[config.mk]
export PLATFORM = sky130hd
export DESIGN_NAME = trap_controller
export DESIGN_NICKNAME = d
export VERILOG_FILES = /design/src/rtl/trap_pkg.sv /design/src/rtl/trap_csr_file.sv /design/src/rtl/trap_controller.sv
export SDC_FILE = /design/constraint.sdc
export NUM_CORES = 1
export LEC_CHECK = 0
export CORE_MARGIN = 2
export CORE_UTILIZATION = 45
export DETAILED_ROUTE_END_ITERATION = 10
export PLACE_DENSITY_LB_ADDON = 0.2
export SLEW_MARGIN = 20
export SYNTH_ARGS = -nofsm -noshare
export SYNTH_HDL_FRONTEND = slang
export SYNTH_SLANG_ARGS = --single-unit
[constraint.sdc]
create_clock -name clk -period 4.5 [get_ports clk]
set_clock_uncertainty 0.05 [all_clocks]
set_input_delay 0.9 -clock clk [delete_from_list [all_inputs] [get_ports clk]]
set_output_delay 0.9 -clock clk [all_outputs]
set_load 0.02 [all_outputs]
[src/rtl/trap_pkg.sv]
// Shared constants and types for the machine-mode trap sequencer.
package trap_pkg;

  localparam logic [11:0] CsrMstatus = 12'h300;
  localparam logic [11:0] CsrMtvec   = 12'h305;
  localparam logic [11:0] CsrMepc    = 12'h341;
  localparam logic [11:0] CsrMcause  = 12'h342;
  localparam logic [11:0] CsrMtval   = 12'h343;

  localparam logic [5:0] ExcEcallM     = 6'd11;
  localparam logic [5:0] ExcBreakpoint = 6'd3;
  localparam logic [5:0] IrqMExt       = 6'd11;

  localparam int unsigned MstatusMieBit  = 3;
  localparam int unsigned MstatusMpieBit = 7;

  typedef enum logic [1:0] {
    StIdle,
    StCapture,
    StRedirect
  } trap_state_e;

endpackage

[src/rtl/trap_csr_file.sv]
// Trap CSR storage (mstatus/mtvec/mepc/mcause/mtval), write masking and read mux.
// Trap capture takes priority over software writes to the trap-state CSRs.
module trap_csr_file
  import trap_pkg::*;
#(
  parameter int unsigned     XLEN        = 32,
  parameter logic [XLEN-1:0] RESET_MTVEC = '0
) (
  input  logic            clk_i,
  input  logic            rst_ni,
  input  logic [11:0]     csr_addr_i,
  input  logic            csr_wr_en_i,
  input  logic [XLEN-1:0] csr_wr_data_i,
  input  logic            trap_we_i,
  input  logic [XLEN-1:0] trap_pc_i,
  input  logic [XLEN-1:0] trap_cause_i,
  input  logic [XLEN-1:0] trap_tval_i,
  input  logic            mret_we_i,
  output logic [XLEN-1:0] csr_rd_data_o,
  output logic [XLEN-1:0] mtvec_o,
`ifdef TRAP_IRQ_EN
  output logic            mie_o,
`endif
  output logic [XLEN-1:0] mepc_o
);

  localparam logic [XLEN-1:0] AlignMask = ~XLEN'(3);

  logic [XLEN-1:0] mtvec_q, mepc_q, mcause_q, mtval_q;
  logic            mie_q, mpie_q;

  always_ff @(posedge clk_i) begin
    if (!rst_ni) begin
      mtvec_q  <= RESET_MTVEC;
      mepc_q   <= '0;
      mcause_q <= '0;
      mtval_q  <= '0;
      mie_q    <= 1'b0;
      mpie_q   <= 1'b0;
    end else begin
      // mtvec is never touched by trap entry, so a concurrent write always lands.
      if (csr_wr_en_i && csr_addr_i == CsrMtvec) mtvec_q <= csr_wr_data_i & AlignMask;
      if (trap_we_i) begin
        mepc_q   <= trap_pc_i & AlignMask;
        mcause_q <= trap_cause_i;
        mtval_q  <= trap_tval_i;
        mpie_q   <= mie_q;
        mie_q    <= 1'b0;
      end else begin
        if (csr_wr_en_i) begin
          case (csr_addr_i)
            CsrMepc:   mepc_q   <= csr_wr_data_i & AlignMask;
            CsrMcause: mcause_q <= csr_wr_data_i;
            CsrMtval:  mtval_q  <= csr_wr_data_i;
            CsrMstatus: begin
              if (!mret_we_i) begin
                mie_q  <= csr_wr_data_i[MstatusMieBit];
                mpie_q <= csr_wr_data_i[MstatusMpieBit];
              end
            end
            default: ;
          endcase
        end
        if (mret_we_i) begin
          mie_q  <= mpie_q;
          mpie_q <= 1'b1;
        end
      end
    end
  end

  always_comb begin
    csr_rd_data_o = '0;
    case (csr_addr_i)
      CsrMstatus: begin
        csr_rd_data_o[MstatusMieBit]  = mie_q;
        csr_rd_data_o[MstatusMpieBit] = mpie_q;
      end
      CsrMtvec:  csr_rd_data_o = mtvec_q;
      CsrMepc:   csr_rd_data_o = mepc_q;
      CsrMcause: csr_rd_data_o = mcause_q;
      CsrMtval:  csr_rd_data_o = mtval_q;
      default:   csr_rd_data_o = '0;
    endcase
  end

  assign mtvec_o = mtvec_q;
  assign mepc_o  = mepc_q;
`ifdef TRAP_IRQ_EN
  assign mie_o   = mie_q;
`endif

endmodule

[src/rtl/trap_controller.sv]
// Machine-mode trap sequencer: IDLE -> CAPTURE -> REDIRECT for traps, IDLE -> REDIRECT for MRET.
// Define TRAP_IRQ_EN to add the level-sensitive irq_in machine external interrupt.
module trap_controller
  import trap_pkg::*;
#(
  parameter int unsigned     XLEN        = 32,
  parameter logic [XLEN-1:0] RESET_MTVEC = 32'h0000_0000
) (
  input  logic            clk,
  input  logic            reset_n,
  input  logic            exception_valid_in,
  input  logic [5:0]      exception_num_in,
  input  logic [XLEN-1:0] exception_pc_in,
  input  logic [XLEN-1:0] exception_tval_in,
  input  logic            mret_valid_in,
`ifdef TRAP_IRQ_EN
  input  logic            irq_in,
`endif
  input  logic [11:0]     csr_addr,
  input  logic            csr_wr_en,
  input  logic [XLEN-1:0] csr_wr_data,
  output logic [XLEN-1:0] csr_rd_data,
  output logic            busy,
  output logic            redirect_valid,
  output logic [XLEN-1:0] redirect_pc,
  input  logic            redirect_ready
);

  trap_state_e     state_q;
  logic [5:0]      num_q;
  logic [XLEN-1:0] pc_q, tval_q, target_q;
  logic [XLEN-1:0] mtvec, mepc, trap_cause;
  logic            trap_we, mret_we;
`ifdef TRAP_IRQ_EN
  logic            mie;
  logic            irq_q;
`endif

  assign trap_we = (state_q == StCapture);
  assign mret_we = (state_q == StIdle) && !exception_valid_in && mret_valid_in;

  always_comb begin
    trap_cause = XLEN'(num_q);
`ifdef TRAP_IRQ_EN
    trap_cause[XLEN-1] = irq_q;
`endif
  end

  always_ff @(posedge clk) begin
    if (!reset_n) begin
      state_q  <= StIdle;
      num_q    <= '0;
      pc_q     <= '0;
      tval_q   <= '0;
      target_q <= '0;
`ifdef TRAP_IRQ_EN
      irq_q    <= 1'b0;
`endif
    end else begin
      unique case (state_q)
        StIdle: begin
          if (exception_valid_in) begin
            num_q   <= exception_num_in;
            pc_q    <= exception_pc_in;
            tval_q  <= exception_tval_in;
`ifdef TRAP_IRQ_EN
            irq_q   <= 1'b0;
`endif
            state_q <= StCapture;
          end else if (mret_valid_in) begin
            target_q <= mepc;
            state_q  <= StRedirect;
          end
`ifdef TRAP_IRQ_EN
          else if (irq_in && mie) begin
            num_q   <= IrqMExt;
            pc_q    <= exception_pc_in;
            tval_q  <= '0;
            irq_q   <= 1'b1;
            state_q <= StCapture;
          end
`endif
        end
        // mtvec is sampled before any same-cycle CSR write reaches it.
        StCapture: begin
          target_q <= mtvec;
          state_q  <= StRedirect;
        end
        StRedirect: begin
          if (redirect_ready) state_q <= StIdle;
        end
        default: state_q <= StIdle;
      endcase
    end
  end

  assign busy           = (state_q != StIdle);
  assign redirect_valid = (state_q == StRedirect);
  assign redirect_pc    = target_q;

  trap_csr_file #(
    .XLEN        (XLEN),
    .RESET_MTVEC (RESET_MTVEC)
  ) u_csr (
    .clk_i         (clk),
    .rst_ni        (reset_n),
    .csr_addr_i    (csr_addr),
    .csr_wr_en_i   (csr_wr_en),
    .csr_wr_data_i (csr_wr_data),
    .trap_we_i     (trap_we),
    .trap_pc_i     (pc_q),
    .trap_cause_i  (trap_cause),
    .trap_tval_i   (tval_q),
    .mret_we_i     (mret_we),
    .csr_rd_data_o (csr_rd_data),
    .mtvec_o       (mtvec),
`ifdef TRAP_IRQ_EN
    .mie_o         (mie),
`endif
    .mepc_o        (mepc)
  );

endmodule

# Word-level counts from Yosys, hierarchy flattened

Cells that the tools add are included.

Register bits: 230
Input port bits: 120
Output and inout port bits: 66
Word-level logic and storage cells: 77

Equal/unequal tests: 11
Mux-type cells: 28
Bitwise gates (word level): 1
Reductions and logical operators: 25

Operators by type and width:

| kind                                                                     | number |
|---|---|
| 32-bit 2-to-1 mux                                                        | 8 |
| 24-bit case mux with 4 select lines                                      | 1 |
| 32-bit case mux with 2 select lines                                      | 1 |
| 12-bit by 10-bit equality test with 1-bit output (second input constant) | 5 |
| 3-bit case mux with 4 select lines                                       | 2 |
| 6-bit 2-to-1 mux                                                         | 3 |
| 2-bit AND reduction                                                      | 8 |
| 2-bit nonzero test                                                       | 8 |
| 1-bit case mux with 5 select lines                                       | 2 |
| 1-bit 2-to-1 mux                                                         | 7 |
| 2-bit 2-to-1 mux                                                         | 3 |
| 2-bit case mux with 3 select lines                                       | 1 |
| 3-bit nonzero test                                                       | 2 |
| 2-bit != test (second input constant)                                    | 2 |
| 1-bit logical AND                                                        | 3 |
| 3-bit != test (second input constant)                                    | 1 |
| 3-bit AND reduction                                                      | 1 |
| 2-bit by 1-bit equality test with 1-bit output (second input constant)   | 1 |
| 2-bit equality test (second input constant)                              | 1 |
| 2-bit logical NOT                                                        | 1 |
| 2-bit by 1-bit != test with 1-bit output (second input constant)         | 1 |
| 2-bit OR reduction                                                       | 1 |
| 1-bit logical NOT                                                        | 1 |
| 1-bit inverter                                                           | 1 |

# Longest topological paths before layout

Gate-level depths: netlist of run 1.

Word-level depth: 5
Mapped depth: 7
Gate-level depth less buffers: 4

# By module

Synthesis of run 1 repeated with hierarchy kept, for this count alone.

Cell total of the unflattened synthesis: 1,286
Area total of the unflattened synthesis: 11,060.6 um2

By module, submodules not included:

| module          | instances | cells an instance | area an instance (um2) | sequential area each (um2) |
|---|---|---|---|---|
| trap_csr_file   | 1         | 785               | 6,552.5                | 2,522.4 |
| trap_controller | 1         | 501               | 4,508.1                | 2,082.0 |

# Worst setup path before layout of run 1

No wires, ideal clock.

Kind: input port to output port
From: input csr_addr[10]
To: output csr_rd_data[10]
Data arrival time: 2.406 ns
Data required time: 3.550 ns
Slack: 1.144 ns
Cell stages on the path: 6
Path buffers: 2
Cell sequence: and4bb_2 > buf_2 > nand2_1 > nor2_1 > buf_2 > a221o_1

Word-level cells in the longest chain between the ends: 2
Elaborated cells on any way between the ends: 5
Those cells by class: eq/ne: 4; mux: 1

Ends and longest elaborated chain:

| what                                             | line                  | RTL |
|---|---|---|
| start: declaration                               | trap_controller.sv:19 | `input logic [11:0] csr_addr,` |
| 12-bit by 10-bit equality test with 1-bit output | trap_csr_file.sv:74   | `case (csr_addr_i)` |
| 24-bit case mux with 4 select lines (*)          | trap_csr_file.sv:74   |  |
| end: declaration                                 | trap_controller.sv:22 | `output logic [XLEN-1:0] csr_rd_data,` |

Every way passes the cells marked *; elsewhere a longest branch is shown, timed or not.

# Final worst setup path of run 1

From: input csr_addr[10]
To: output csr_rd_data[30]

Same word-level chain as after synthesis.

==> results of run 1 <==
cell usage after synthesis (3+ instances only):
| library cell | n |
|---|---|
| buf_2 | 14 |
| nor2b_1 | 5 |
| a21oi_1 | 36 |
| and2_1 | 5 |
| and3_1 | 36 |
| nand2_1 | 228 |
| nor3b_1 | 3 |
| a22oi_1 | 29 |
| buf_6 | 3 |
| dfxtp_1 | 226 |
| o211a_1 | 30 |
| clkbuf_1 | 72 |
| nand3_1 | 32 |
| mux2i_1 | 9 |
| buf_1 | 3 |
| nand4_1 | 4 |
| a21boi_0 | 32 |
| a221o_1 | 63 |
| and4_1 | 4 |
| o21ai_0 | 33 |
| a22o_1 | 70 |
| nor2_1 | 34 |
| a31oi_1 | 24 |
flip-flops by register name, indices dropped and copies added (netlist names):
name,count
u_csr.mcause_q,32
u_csr.mpie_q,1
u_csr.mtvec_o,30
pc_q,30
redirect_pc,30
u_csr.mepc_o,30
num_q,6
tval_q,32
u_csr.mie_q,1
u_csr.mtval_q,32
state_q,2
logic make-up after synthesis:
| family | count (synthesis) |
|---|---|
| AND/OR/NAND/NOR | 363 |
| AO/OA/AOI/OAI | 324 |
| flip-flops | 226 |
| buffers and inverters | 96 |
| multiplexers | 11 |
| other | 1 |
cell usage in the layout, fill, tap and decap left out, types with 3 or more instances in the layout:
cell / Yosys / routed
and3_1: 36 / 35
a21boi_0: 32 / 32
a22o_1: 70 / 70
dfxtp_1: 226 / 226
clkinvlp_4: 0 / 3
clkbuf_16: 0 / 25
a31oi_1: 24 / 24
clkbuf_1: 72 / 5
a21oi_1: 36 / 35
nand2_1: 228 / 228
a221o_1: 63 / 63
and4_1: 4 / 4
nor3b_1: 3 / 3
clkdlybuf4s50_1: 0 / 180
nand3_1: 32 / 32
and2_1: 5 / 5
clkbuf_8: 0 / 6
bufinv_16: 0 / 3
a22oi_1: 29 / 29
nand4_1: 4 / 4
buf_12: 0 / 4
nor2_1: 34 / 32
buf_4: 2 / 31
mux2i_1: 9 / 9
o211a_1: 30 / 30
o21ai_0: 33 / 33
layer usage:
metal / up-vias / global-route usage / routed length [µm]
met4: 0 / 0.0534 / 428
li1: 4038 / - / -
met1: 4050 / 0.355 / 12700
met5: - / 0 / 0
met3: 38 / 0.0478 / 2300
met2: 340 / 0.426 / 13100
final cells by class:
cell class | count | area share
Sequential cell | 226 | 0.371
Multi-Input combinational cell | 700 | 0.359
Clock inverter | 7 | 0.00964
Timing Repair Buffer | 215 | 0.173
Clock buffer | 36 | 0.0596
Tap cell | 270 | 0.0277
Inverter | 2 | 0.000615
worst register-to-register path, stage by stage, from the launching register on:
cell      delay (ns)
dfxtp_1         0.50
nand2b_4        0.20
and2_1          0.45
and2_1          0.62
buf_4           0.38
a221o_1         0.20
through the flow:
step                instance area, µm²   util  total power, W  hold WS [ns]
floorplan                         9250      -         0.00245         0.384
global placement                 11400  0.563         0.00273         0.392
detailed placement               11400  0.563         0.00273         0.396
CTS                              12200  0.605         0.00480         0.405
global route                     12200  0.605         0.00493         0.424
finish                           12200  0.605         0.00478         0.404
final timing paths:
| check | from | to | slack (ns) |
|---|---|---|---|
| setup / recovery | csr_addr[10] | csr_rd_data[30] | 0.23 |
| hold / removal | u_csr.mcause_q[30] | u_csr.mcause_q[30] | 0.40 |
| setup reg to reg | state_q[1] | u_csr.mtval_q[17] | 2.04 |
| hold reg to reg | u_csr.mcause_q[30] | u_csr.mcause_q[30] | 0.40 |
power by group through the flow:
stage                     combinational [W]  clock (W)  sequential [W]
after floorplan                    0.000233          0         0.00222
after global placement             0.000523          0         0.00220
after detailed placement           0.000526          0         0.00221
after CTS                          0.000528    0.00211         0.00216
after global routing               0.000567    0.00219         0.00217
final                              0.000528    0.00208         0.00216
==> metrics.csv, run 1 <==
metric;value;unit
status;completed;
timing.max_cap.violations;0;
cts_buffers;24;
die_h;147;µm
path_depth;7;
critPathBufInv;3;
crit_arrival;3.32;ns
ctsHtreeMaxLevel;1;
gr-total-overflow;0;
ys_seq_area_frac;0.489;
synth_top_area_share;0.489;
crit_type;in2out;
antennaDiodeCount;0;
firstDrtPassIters;5;
clockBufferDepth;3;
clock_sinks;226;
cp_slowest_stage_delay;0.63;ns
synth_top_family_by_area;compound AO/OA/AOI/OAI gates;
avgSynthCellArea;9.06;µm²
netlist_instances;1021;
slew_violations;0;
vias;8466;
switchingPower;0.00114;W
max_slew.worst_pin.slew;0.967;ns
clkPwrFrac;0.436;
drc;0;
p_comb_frac;0.111;
cts-root-buf;clkbuf_16;
io_buffers;181;
max_freq;0.234;GHz
syn2layout_area_growth;32.0;%
power_density;391;nW/µm²
drt-initial-drc-count;703;
setup_viol;0;
grt_setup_unrepaired;false;
synth-simple-area-share;0.177;
grt_pass1_vias;8204;
clk_latency;0.51;ns
yosysTopAreaCell;dfxtp_1;
dieArea;21700;µm²
post-route-period-util;0.950;
synthMuxAreaShare;0.0122;
grt_pass1_wl;45100;µm
reg2reg_depth;5;
gp_congestion;0.892;
synth_edf_count;0;
cts_tree;yes;
relSlewSlack;0.354;
multiInputGateArea;4380;µm²
die_w;147;µm
finalSetupTns;0;ns
dp_slack;0.123;ns
syn_area;9250;µm²
synth_seq_cells;226;
synthAdderAreaFrac;0;
min_delay_path_depth;2;
grt_util_all_layers;0.258;
fin_crit;4.27;ns
antenna_found_initial;0;
place_hpwl;18000;µm
cp-end-kind;output pin;
postCtsSetupBuffers;0;
vdd_drop_max;0.000192;V
synthArstFlopShare;0;
nNetsFinal;1289;
detail_route.wl_per_cell;19.6;µm
grt_max_degree;92;
ioPinCount;186;
place_inst;1413;
cts_resized;0;
routed_wl;28500;µm
hold_class;reg2reg;
start_kind;primary input;
yosys_warnings;0;
drive_above_1_share;0.0750;
cp_data_required_time;3.55;ns
design.core.area;20200;µm²
finalNonFillerCells;1456;
cp_slowest_cell;clkdlybuf4s50_1;
pwr-share-seq;0.453;
power_leakage;4.77;nW
ant_nets;0;
register_area;4520;µm²
via_per_inst;5.81;
synthFlopType;dfxtp_1;
hold_buffers;0;
synthTopCellsByArea;dfxtp_1 (49%), nand2_1 (9.3%), a221o_1 (6.8%);
crit_top_cell;clkdlybuf4s50_1;
fin_ws;0.226;ns
crit_fanout;12;
initial_utilization;0.458;
synth-compound-area-share;0.277;
cpLargestDelayFamily;buffers and inverters;
sw_frac_of_total;0.238;
nFillCells;1732;
synth-xor-area-share;0;
hold_viol_final;0;
crit_chain;clkdlybuf4s50_1 -> and4bb_2 -> nand2_1 -> nor2_2 -> buf_4 -> a221o_1 -> clkdlybuf4s50_1;
internal_power;0.00364;W
path_clk_slew;0.06;ns
num_rows;52;
synth_cell_type_count;41;
Power figures use the tool's default switching activity.
==> run 2, diff against run 1 <==
--- a/config.mk
+++ b/config.mk
@@ -6,7 +6,7 @@
 export NUM_CORES = 1
 export LEC_CHECK = 0
 export CORE_MARGIN = 2
-export CORE_UTILIZATION = 45
+export CORE_UTILIZATION = 55
 export DETAILED_ROUTE_END_ITERATION = 10
 export PLACE_DENSITY_LB_ADDON = 0.2
 export SLEW_MARGIN = 20
==> run 2 against run 1 <==
Net effect:
- core utilization is 12 points higher
- routed wire length is 1.1% lower
- clock-buffer cell count stayed put
- setup slack worse by 0.12 ns
- fmax is 2.6% lower
- flip-flop and latch count stayed put
- sequential power hardly changed
- largest cell class unchanged
==> metrics.csv, run 2 (synthesis gave the netlist of run 1 again) <==
metric;value;unit;change
gp_congestion;0.893;;was 0.892
drc;0;;unchanged
die_w;134;µm;was 147 µm
fin_util;0.730;;was 0.605
timing.max_cap.violations;0;;unchanged
status;completed;;unchanged
clock_sinks;226;;unchanged
crit_path_start;csr_addr[0];;was csr_addr[10]
grt_pass1_wl;44700;µm;was 45,100 µm
relSlewSlack;0.351;;was 0.354
routed_wl;28200;µm;was 28,500 µm
cp_slowest_stage_delay;0.68;ns;was 0.63 ns
hold_start;u_csr.mcause_q[26];;was u_csr.mcause_q[30]
hold_class;reg2reg;;unchanged
crit_arrival;3.44;ns;was 3.32 ns
drt-initial-drc-count;894;;was 703
syn2layout_area_growth;30.4;%;was 32.0%
cts-root-buf;clkbuf_16;;unchanged
gr-total-overflow;0;;unchanged
cp-end-kind;output pin;;unchanged
antennaDiodeCount;0;;unchanged
drive_above_1_share;0.0751;;was 0.0750
finalSetupTns;0;ns;unchanged
layout_commonest_cell;nand2_1;;unchanged
num_rows;47;;was 52
ioPinCount;186;;unchanged
cp_slowest_cell;nor2b_2;;was clkdlybuf4s50_1
ant_nets;0;;unchanged
grt_util_all_layers;0.311;;was 0.258
multiInputGateArea;4370;µm²;was 4380 µm²
nFillCells;1243;;was 1,732
max_freq;0.228;GHz;was 0.234 GHz
register_area;4520;µm²;unchanged
total_power;0.00467;W;was 0.00478 W
path_clk_slew;0.06;ns;about the same
whs;0.407;ns;was 0.404 ns
io_buffers;181;;unchanged
clockBufferDepth;3;;unchanged
power_density;387;nW/µm²;was 391 nW/µm²
largestRegisters;tval_q x32, u_csr.mcause_q x32, u_csr.mtval_q x32;;unchanged
cpLargestDelayFamily;buffers and inverters;;unchanged
crit_type;in2out;;unchanged
cts_buffers;24;;unchanged
setup_viol;0;;unchanged
final_cell_mix;nand2_1 (228), dfxtp_1 (226), clkdlybuf4s50_1 (180);;unchanged
vdd_drop_max;0.000302;V;was 0.000192 V
hold_viol_final;0;;unchanged
vias;8754;;was 8,466
post-route-period-util;0.976;;was 0.950
max_slew.worst_pin.slew;0.972;ns;was 0.967 ns
grt_setup_unrepaired;false;;unchanged
place_inst;1361;;was 1,413
via_per_inst;6.23;;was 5.81
cts_tree;yes;;unchanged
ctsHtreeMaxLevel;1;;unchanged
detail_route.wl_per_cell;20.1;µm;was 19.6 µm
dieArea;17900;µm²;was 21,700 µm²
grt_pass1_vias;8481;;was 8,204
postCtsSetupBuffers;0;;unchanged
cts_resized;0;;unchanged
cp_data_required_time;3.55;ns;about the same
crit_fanout;13;;was 12
reg2reg_from;state_q[1];;unchanged
initial_utilization;0.560;;was 0.458
slew_violations;0;;unchanged
critPathBufInv;3;;unchanged
die_h;134;µm;was 147 µm
power_leakage;4.74;nW;was 4.77 nW
antenna_found_initial;0;;unchanged
crit_chain;clkdlybuf4s50_1 -> nor2b_2 -> buf_4 -> a22oi_1 -> nor2_1 -> a221o_1 -> clkdlybuf4s50_1;;was clkdlybuf4s50_1 -> and4bb_2 -> nand2_1 -> nor2_2 -> buf_4 -> a221o_1 -> clkdlybuf4s50_1
grt_max_degree;93;;was 92
place_hpwl;17400;µm;was 18,000 µm
nNetsFinal;1287;;was 1,289
clk_latency;0.51;ns;about the same
design.core.area;16500;µm²;was 20,200 µm²
hold_buffers;0;;unchanged
finalNonFillerCells;1405;;was 1,456
crit_top_cell;clkdlybuf4s50_1;;unchanged
fin_crit;4.39;ns;was 4.27 ns
firstDrtPassIters;6;;was 5
start_kind;primary input;;unchanged
-- run 2: cell count changes in the layout (fill, tap and decap cells not counted) --
cell        delta
clkbuf_8       +1
nor2b_2        +1
clkinv_2       +4
clkbuf_1       -1
nor2b_4        -1
buf_12         -2
bufinv_16      -2
clkinvlp_4     -1
-- run 2: layout make-up --
| cell class | count | area share |
|---|---|---|
| clock buffers | 36 | 0.0611 |
| multi-input cells | 700 | 0.363 |
| clock inverters | 8 | 0.00581 |
| well taps | 220 | 0.0228 |
| flip-flops and latches | 226 | 0.375 |
| repair buffers | 213 | 0.172 |
| inverters | 2 | 0.000622 |
-- run 2: per-stage QoR --
stage | setup slack, ns | cell area (µm²)
6_report | 0.110 | 12100
3_3_place_gp | 0.213 | 11300
5_1_grt | 0.0322 | 12100
4_1_cts | 0.180 | 12100
2_1_floorplan | 1.14 | 9250
3_5_place_dp | 0.200 | 11300
-- run 2: per-layer routing --
layer  vias up  share of wire  global-route usage
met5         -              0                   0
met4         0          0.028               0.107
met3        66          0.088              0.0559
met2       466           0.46               0.506
met1      4206           0.42               0.418
li1       4016              -                   -
-- run 2: worst reg2reg max path: stages, from the launching register on --
cell,delay [ns]
dfxtp_1,0.49
nand2b_4,0.19
buf_4,0.73
nand2_1,0.28
nor3_4,0.32
buf_4,0.38
a221o_1,0.22
-- run 2: final timing paths --
check	cells after the start	slack [ns]	end
min	2	0.41	u_csr.mcause_q[26]
max	7	0.11	csr_rd_data[31]
min reg2reg	2	0.41	u_csr.mcause_q[26]
max reg2reg	6	1.78	u_csr.mtval_q[30]
-- run 2: power breakdown --
part | total, W | switching [W] | leakage [nW] | internal [W]
sequential | 0.00216 | 0.0000625 | 1.84 | 0.00210
clock | 0.00198 | 0.000793 | 0.397 | 0.00119
combinational | 0.000528 | 0.000278 | 2.50 | 0.000250
==> edit, RTL diff (settings of run 1) <==
Build with the macro `TRAP_IRQ_EN` defined.
--- a/src/rtl/trap_csr_file.sv
+++ b/src/rtl/trap_csr_file.sv
@@ -1,5 +1,7 @@
 // Trap CSR storage (mstatus/mtvec/mepc/mcause/mtval), write masking and read mux.
 // Trap capture takes priority over software writes to the trap-state CSRs.
+`define TRAP_IRQ_EN
+
 module trap_csr_file
   import trap_pkg::*;
 #(
Interface: changed (added irq_in); port bits go from 186 to 187. No check against the original RTL was run, so the function may have changed too.
==> edit against run 1 <==
  * Clock power is 2% lower
  * Final cell count is 4.5% higher
  * Setup slack worse by 0.17 ns
  * Wire length is 3.5% higher
  * Power is 0.32% lower
  * Core utilization is 1.4 points lower
  * Sequential cell count is 1 higher
  * Synthesized area is 2.2% higher
  * Non-clock buffer count is 1 higher
  * Critical path depth is 1 lower
  * Final area is 0.84% higher
  * Critical path type unchanged
  * Critical endpoint is now csr_rd_data[18]
  * Largest power group unchanged
  * Highest routed layer unchanged
==> edit: results (changes against run 1) <==
cts_buffer_depth: 3  # unchanged
ir_drop_uv: 238  # +24%
clk_pin_slew_ns: 0.06  # about the same
slew_headroom_pct: 34.4  # -1.0 points
io_buffers: 182  # +0.55%
ys_warn_count: 0  # unchanged
clockRootBuffer: "clkbuf_16"
fill_cells: 1946  # +12%
place_inst: 1476  # +4.5%
synthDistinctLibCells: 43  # +4.9%
drive_gt1_share_pct: 8.02  # +0.52 points
synth_commonest_cells: "dfxtp_1 (227), nand2_1 (196), a21oi_1 (118)"
h-tree-depth: 1  # unchanged
cts_buffers: 25  # +4.2%
instances_no_fill: 1522  # +4.5%
grt_first_pass_wirelength_um: 45400  # +0.63%
finalWeightedCongestion: 0.801  # -10%
dr.pass1.iters: 6  # +1
grt_pass1_vias: 8302  # +1.2%
clk_latency_ns: 0.52
grt_usage_pct: 25.8  # +0.044 points
final_nets: 1349  # +4.7%
drtIter0Drc: 752  # +7.0%
arrival_ns: 3.49  # +0.17 ns
hold_path_class: "flop to flop"
antenna_cells: 0  # unchanged
status: "complete, no violations"
cpPeakStageDelay_ns: 0.68  # +0.05 ns
ys_seq_area_share_pct: 48.1  # -0.84 points
cts_resized: 0  # unchanged
netlist_top_cells_area: "dfxtp_1 (48%), nand2_1 (7.8%), mux2i_1 (7.4%)"
dp_slack_ns: 0.110  # -0.0125 ns
cpMaxStageDelayCell: "clkdlybuf4s50_1"
report.final.slew_viol_count: 0  # unchanged
num_vias: 8804  # +4.0%
placed_area_um2: 11500  # +1.1%
hold_viol: 0  # unchanged
antenna_found_initial: 0  # unchanged
leakagePower_nw: 4.42  # -7.4%
synth.avg_cell_area_um2: 8.69  # -4.1%
cts_setup_buffers: 0  # unchanged
wl_um: 29500  # +3.5%
path_max_fanout: 15  # +3
hpwl_um: 18800  # +4.5%
grt_max_degree: 90  # -2.2%
drc: 0  # unchanged
ys.flop_type: "dfxtp_1"
reg_top3: "tval_q x32, u_csr.mcause_q x32, u_csr.mtval_q x32"
async_flop_share_pct: 0  # unchanged
crit_family: "buffers and inverters"
-- edit: worst min-delay path: stages, from the launching register on --
cell and delay [ns]:
dfxtp_1 0.30, nand2_1 0.05, a21oi_1 0.05
-- edit: layout make-up --
class	count	area, um2	share of cell area [%]
Clock inverter	8	73.8	0.600
Clock buffer	38	754	6.13
Multi-Input combinational cell	753	4490	36.5
Sequential cell	227	4540	36.9
Inverter	5	21.3	0.173
Timing Repair Buffer	216	2080	16.9
Tap cell	275	344	2.80
-- edit: per-layer routing --
metal	up-vias	track usage, %	share of wire [%]
met5	-	0	0
li1	4180	-	-
met1	4210	35.9	45
met4	0	7.71	2.7
met3	63	3.52	6.5
met2	351	42.1	46
-- edit: report_power, final --
group	internal [mW]	switching [mW]
Combinational	0.240	0.313
Clock	1.21	0.828
Sequential	2.11	0.0603
Total	3.56	1.20
-- edit: cells by family after synthesis --
family,after synthesis,share of synthesized area (%)
mux,71,7.53
buf+inv,109,5.08
compound gates,323,22.2
other cells,1,0.0397
flops,227,48.1
simple gates,357,17.1
-- edit: final timing paths --
kind,cells past startpoint,slack (ns),from,end
setup / recovery,6,0.06,csr_addr[5],csr_rd_data[18]
hold / removal,2,0.40,pc_q[22]$_SDFFE_PN0P_,pc_q[22]$_SDFFE_PN0P_
setup reg to reg,4,2.17,state_q[1]$_SDFFE_PN0P_,u_csr.mtval_q[15]$_SDFFE_PN0P_
hold reg to reg,2,0.40,pc_q[22]$_SDFFE_PN0P_,pc_q[22]$_SDFFE_PN0P_
